### src/rtl/imm_encode_if.sv
// Request/result bundle for the immediate encoder: the request side and the
// result side, each with its own valid/ready handshake.
interface imm_encode_if;
  logic        in_valid;
  logic        in_ready;
  logic [31:0] Imm;
  logic [1:0]  ImmSrc;
  logic [31:0] Template;
  logic        out_valid;
  logic        out_ready;
  logic [31:0] Instr;
  logic        Range_Err;
  logic [7:0]  Err_Count;

  modport master (
    output in_valid, Imm, ImmSrc, Template, out_ready,
    input  in_ready, out_valid, Instr, Range_Err, Err_Count
  );

  modport slave (
    input  in_valid, Imm, ImmSrc, Template, out_ready,
    output in_ready, out_valid, Instr, Range_Err, Err_Count
  );
endinterface

### src/rtl/imm_encode.sv
// Two-stage immediate encoder: S1 registers the request and its range check,
// S2 holds the packed instruction and drives the result handshake.
module imm_encode (
  input  logic        clk,
  input  logic        rst,
  imm_encode_if.slave bus
);

  logic        s1_valid;
  logic [31:0] s1_imm;
  logic [1:0]  s1_src;
  logic [31:0] s1_tmpl;
  logic        s1_err;

  logic        s2_valid;
  logic [31:0] s2_instr;
  logic        s2_err;
  logic [7:0]  err_cnt;

  logic        s2_load;
  logic        in_ready;
  logic        in_fire;
  logic        out_fire;
  logic [31:0] s1_packed;

  function automatic logic [31:0] pack(logic [31:0] imm, logic [1:0] src, logic [31:0] tmpl);
    logic [31:0] r;
    r = tmpl;
    case (src)
      2'b00: r[31:20] = imm[11:0];
      2'b01: begin
        r[31:25] = imm[11:5];
        r[11:7]  = imm[4:0];
      end
      2'b10: begin
        r[31]    = imm[12];
        r[30:25] = imm[10:5];
        r[11:8]  = imm[4:1];
        r[7]     = imm[11];
      end
      default: begin
        r[31]    = imm[20];
        r[30:21] = imm[10:1];
        r[20]    = imm[11];
        r[19:12] = imm[19:12];
      end
    endcase
    return r;
  endfunction

  // Representable iff every bit from the format's sign bit upward agrees;
  // B/J targets must also be even.
  function automatic logic range_err(logic [31:0] imm, logic [1:0] src);
    logic e;
    case (src)
      2'b00, 2'b01: e = !((&imm[31:11]) || !(|imm[31:11]));
      2'b10:        e = !((&imm[31:12]) || !(|imm[31:12])) || imm[0];
      default:      e = !((&imm[31:20]) || !(|imm[31:20])) || imm[0];
    endcase
    return e;
  endfunction

  assign s2_load   = !s2_valid || bus.out_ready;
  assign in_ready  = rst && (!s1_valid || s2_load);
  assign in_fire   = bus.in_valid && in_ready;
  assign out_fire  = s2_valid && bus.out_ready;
  assign s1_packed = pack(s1_imm, s1_src, s1_tmpl);

  always_ff @(posedge clk) begin
    if (!rst) begin
      s1_valid <= 1'b0;
      s1_imm   <= '0;
      s1_src   <= '0;
      s1_tmpl  <= '0;
      s1_err   <= 1'b0;
      s2_valid <= 1'b0;
      s2_instr <= '0;
      s2_err   <= 1'b0;
      err_cnt  <= '0;
    end else begin
      if (in_ready) s1_valid <= bus.in_valid;
      if (in_fire) begin
        s1_imm  <= bus.Imm;
        s1_src  <= bus.ImmSrc;
        s1_tmpl <= bus.Template;
        s1_err  <= range_err(bus.Imm, bus.ImmSrc);
      end
      if (s2_load) begin
        s2_valid <= s1_valid;
        if (s1_valid) begin
          s2_instr <= s1_packed;
          s2_err   <= s1_err;
        end
      end
      if (out_fire && s2_err && (err_cnt != 8'hFF)) err_cnt <= err_cnt + 8'd1;
    end
  end

  assign bus.in_ready  = in_ready;
  assign bus.out_valid = s2_valid;
  assign bus.Instr     = s2_instr;
  assign bus.Range_Err = s2_err;
  assign bus.Err_Count = err_cnt;

endmodule

### src/flat_wrapper.sv
// flat-port wrapper written by rule: the top's interface ports become plain ports
module imm_encode_flat 
  (clk, rst, bus_in_valid, bus_Imm, bus_ImmSrc, bus_Template, bus_out_ready, bus_in_ready, bus_out_valid, bus_Instr, bus_Range_Err, bus_Err_Count);
  imm_encode_if bus_i ();
  input  logic clk;
  input  logic rst;
  input wire logic [$bits(bus_i.in_valid)-1:0] bus_in_valid;
  input wire logic [$bits(bus_i.Imm)-1:0] bus_Imm;
  input wire logic [$bits(bus_i.ImmSrc)-1:0] bus_ImmSrc;
  input wire logic [$bits(bus_i.Template)-1:0] bus_Template;
  input wire logic [$bits(bus_i.out_ready)-1:0] bus_out_ready;
  output wire logic [$bits(bus_i.in_ready)-1:0] bus_in_ready;
  output wire logic [$bits(bus_i.out_valid)-1:0] bus_out_valid;
  output wire logic [$bits(bus_i.Instr)-1:0] bus_Instr;
  output wire logic [$bits(bus_i.Range_Err)-1:0] bus_Range_Err;
  output wire logic [$bits(bus_i.Err_Count)-1:0] bus_Err_Count;
  assign bus_i.in_valid = bus_in_valid;
  assign bus_i.Imm = bus_Imm;
  assign bus_i.ImmSrc = bus_ImmSrc;
  assign bus_i.Template = bus_Template;
  assign bus_i.out_ready = bus_out_ready;
  assign bus_in_ready = bus_i.in_ready;
  assign bus_out_valid = bus_i.out_valid;
  assign bus_Instr = bus_i.Instr;
  assign bus_Range_Err = bus_i.Range_Err;
  assign bus_Err_Count = bus_i.Err_Count;
  imm_encode u_core (.clk(clk), .rst(rst), .bus(bus_i));
endmodule
### config.mk
export PLATFORM = sky130hd
export DESIGN_NAME = imm_encode_flat
export DESIGN_NICKNAME = d
export VERILOG_FILES = /design/src/rtl/imm_encode_if.sv /design/src/rtl/imm_encode.sv /design/src/flat_wrapper.sv
export SDC_FILE = /design/constraint.sdc
export NUM_CORES = 1
export LEC_CHECK = 0
export ABC_AREA = 1
export BUFFER_PORTS_ARGS = -buffer_cell sky130_fd_sc_hd__buf_4
export CORE_MARGIN = 2
export CORE_UTILIZATION = 46
export DETAILED_ROUTE_END_ITERATION = 12
export GPL_ROUTABILITY_DRIVEN = 0
export HOLD_SLACK_MARGIN = 0.03
export PLACE_DENSITY = 0.83
export SYNTH_ARGS = -nofsm -noshare
export SYNTH_HDL_FRONTEND = slang
export SYNTH_SLANG_ARGS = --single-unit
### constraint.sdc
create_clock -name clk -period 1.3 [get_ports clk]
set_input_delay 0.325 -clock clk [delete_from_list [all_inputs] [get_ports clk]]
set_output_delay 0.325 -clock clk [all_outputs]
set_load 0.02 [all_outputs]
==> flow_summary.yaml <==
status:
  outcome: "complete, but fails checks"
  violations: "setup timing"
timing:
  fin_ws_ns: -0.106
  worst_hold_slack_ns: 0.147
  period_needed_ns: 1.41
  relSlewSlack: 0.832
  worst_pin_slew_ns: 0.251
  min_period_over_period: 1.08
  clock_skew_ns: 0.0141
  finalHoldViolations: 0
  max_freq_mhz: 711
  setup_viol: 27
  setup_tns_ns: -0.982
  slew_viol_final: 0
  rsz0062_at_grt: "true"
floorplan:
  io_pins: 113
  core_area_mm2: 0.00781
  start_util: 0.480
  die_w_um: 94.2
  fp.dieArea_mm2: 0.00888
  row_count: 32
  fp.dieH_um: 94.2
clocking:
  cts_buffer_depth: 2
  clk_pin_slew_ns: 0.10
  clk_latency_ns: 0.37
  root_buffer: "clkbuf_8"
  cts_sinks: 92
  cts-buffers-inserted: 9
  htreeDepth: 3
  cts_tree: "done"
worst_hold_path:
  worstHoldPathCells: 3
  holdPathEnd: "u_core.s1_tmpl[11]"
  worstHoldStart: "bus_Template[11]"
  hold_path.class: "input pin to flip-flop"
finish:
  drive_above_1_share: 0.380
  nets: 723
  fin_util: 0.725
  antennaDiodeCount: 0
  finalNonFillerCells: 755
  layout_commonest_cell: "nand2_1"
  area_growth_syn_to_layout_pct: 51.1
  final_cell_mix: "nand2_1 (130), buf_4 (120), dfxtp_1 (80)"
global_route:
  grt_overflow: 0
  grt_pass1_wl_um: 15700
  grt_pass1_vias: 3572
  track_usage: 0.223
  grt_max_degree: 51
  antenna_found_initial: 0
detailed_routing:
  via_per_inst: 5.29
  vias: 3994
  wl_per_cell_um: 15.4
  ant_nets: 0
  dr.pass1.iters: 5
  drcViolationCount: 0
  drt_iter0_drc: 179
  wl_um: 11600
power_and_ir_drop:
  cellLeakagePower_nw: 2.42
  power.density_mw_per_mm2: 1060
  max-vdd-ir-drop_uv: 575
synthesis:
  ys_ff_latch: 92
  syn_area_per_cell_um2: 7.32
  synthTopCellsByArea: "dfxtp_1 (49%), nand2_1 (14%), o21ai_0 (12%), nor2_1 (6.5%), a21oi_1 (4.3%)"
  seq_area_frac_synth: 0.492
  yosysTopAreaCell: "dfxtp_1"
  synth_cell_types: 28
  synth_area_mm2: 0.00375
  synth_top_area_share: 0.492
  synthesis.nets: 587
  ys_warn_count: 0
  syn_inst: 512
placement:
  dp_hpwl_um: 6750
  place_inst: 719
  pre_cts_ws_ns: -0.126
  portBuffers: 105
setup_path:
  r2r_cells: 9
  startpoint_type: "flip-flop"
  arrival_ns: 1.68
  required_ns: 1.57
  critPathCaptureType: "flip-flop"
  crit_type: "flip-flop to flip-flop"
  crit_fanout: 6
  crit-reg2reg-capture: "u_core.bus.Err_Count[0]"
  r2r-start: "u_core.bus.Err_Count[1]"
  r2r_slack_ns: -0.11
flow_run:
  cap_violations: 0
[state kept, by name, indices dropped and copies added, names as in the netlist]
signal	flops
u_core.bus.Range_Err	1
u_core.bus.Err_Count	8
u_core.bus.out_valid	1
u_core.s1_tmpl	25
u_core.s1_src	2
u_core.s1_valid	1
u_core.bus.Instr	32
u_core.s1_imm	21
u_core.s1_err	1
[cells in the mapped netlist]
cell type,number
inv_2,1
nor2_4,1
clkbuf_2,1
buf_4,5
a31oi_1,13
buf_6,1
buf_1,1
inv_4,1
o21ai_1,2
a21oi_2,1
ha_1,5
inv_1,27
clkbuf_1,15
nand2_2,2
buf_2,5
nor2_1,65
a221o_1,1
nand2_1,137
nand3_1,9
xnor2_1,1
a21oi_1,32
dfxtp_1,92
nand3_2,1
nand4_1,2
nor3_2,1
o31ai_1,1
nor3_1,1
o21ai_0,88
[through the flow]
stage,area [um^2],power [mW]
5_1_grt,5660,6.25
2_1_floorplan,3780,3.62
4_1_cts,5210,5.80
3_5_place_dp,4820,4.05
6_report,5660,6.00
3_3_place_gp,4820,4.01
[per-layer routing]
metal / track usage / share of wire / up-vias
li1: - / - / 1940
met1: 0.265 / 0.41 / 1892
met2: 0.390 / 0.51 / 135
met3: 0.0634 / 0.056 / 27
met4: 0.0664 / 0.025 / 0
met5: 0 / 0 / -
[where the power goes]
group | internal (mW) | total, mW | switching [mW]
combinational | 0.524 | 1.11 | 0.581
sequential | 3.00 | 3.11 | 0.116
clock | 0.713 | 1.78 | 1.06
total | 4.23 | 6.00 | 1.76
[area by class of cell]
cell class / instances / area, um^2
Fill cell: 587 / 2150
Multi-Input combinational cell: 363 / 1960
Sequential cell: 92 / 1870
Timing Repair Buffer: 153 / 1400
Inverter: 29 / 134
Clock buffer: 10 / 128
Tap cell: 102 / 128
Clock inverter: 6 / 47.5
[kinds of logic (layout without fill, tap and decap cells)]
logic type | count (synthesis) | after routing | synth area share
fa+ha+maj | 5 | 5 | 0.0167
flops | 92 | 92 | 0.492
buf+inv | 57 | 198 | 0.0668
simple gates | 219 | 219 | 0.231
compound gates | 138 | 138 | 0.192
xor+xnor | 1 | 1 | 0.00234
[how the worst max path moves through the flow]
stage | from | to | cells past startpoint
floorplan | u_core.bus.Err_Count[1] | u_core.bus.Err_Count[6] | 10
global placement | u_core.bus.Err_Count[1] | u_core.bus.Err_Count[6] | 10
detailed placement | u_core.bus.Err_Count[1] | u_core.bus.Err_Count[6] | 10
CTS | u_core.bus.out_valid | bus_in_ready | 4
global route | u_core.bus.Err_Count[1] | u_core.bus.Err_Count[6] | 10
finish | u_core.bus.Err_Count[1] | u_core.bus.Err_Count[0] | 9
[worst max-delay path, stage by stage, from the launching register on]
cell and delay, ns:
dfxtp_4 0.38, ha_4 0.15, nand2_4 0.06, nor3_4 0.15, nand2_2 0.09, nand2_4 0.13, inv_8 0.06, buf_6 0.12
o21ai_4 0.12, a21oi_2 0.04
[timing repair]
item,CTS,global route
endpoints found under the hold margin,0,0
pin swaps,11,13
hold buffers,0,0
gates cloned,0,5
setup endpoints to repair,29,63
setup buffers,8,9
gates resized for setup,46,98
No activity file was read; power rests on OpenSTA's default activity.
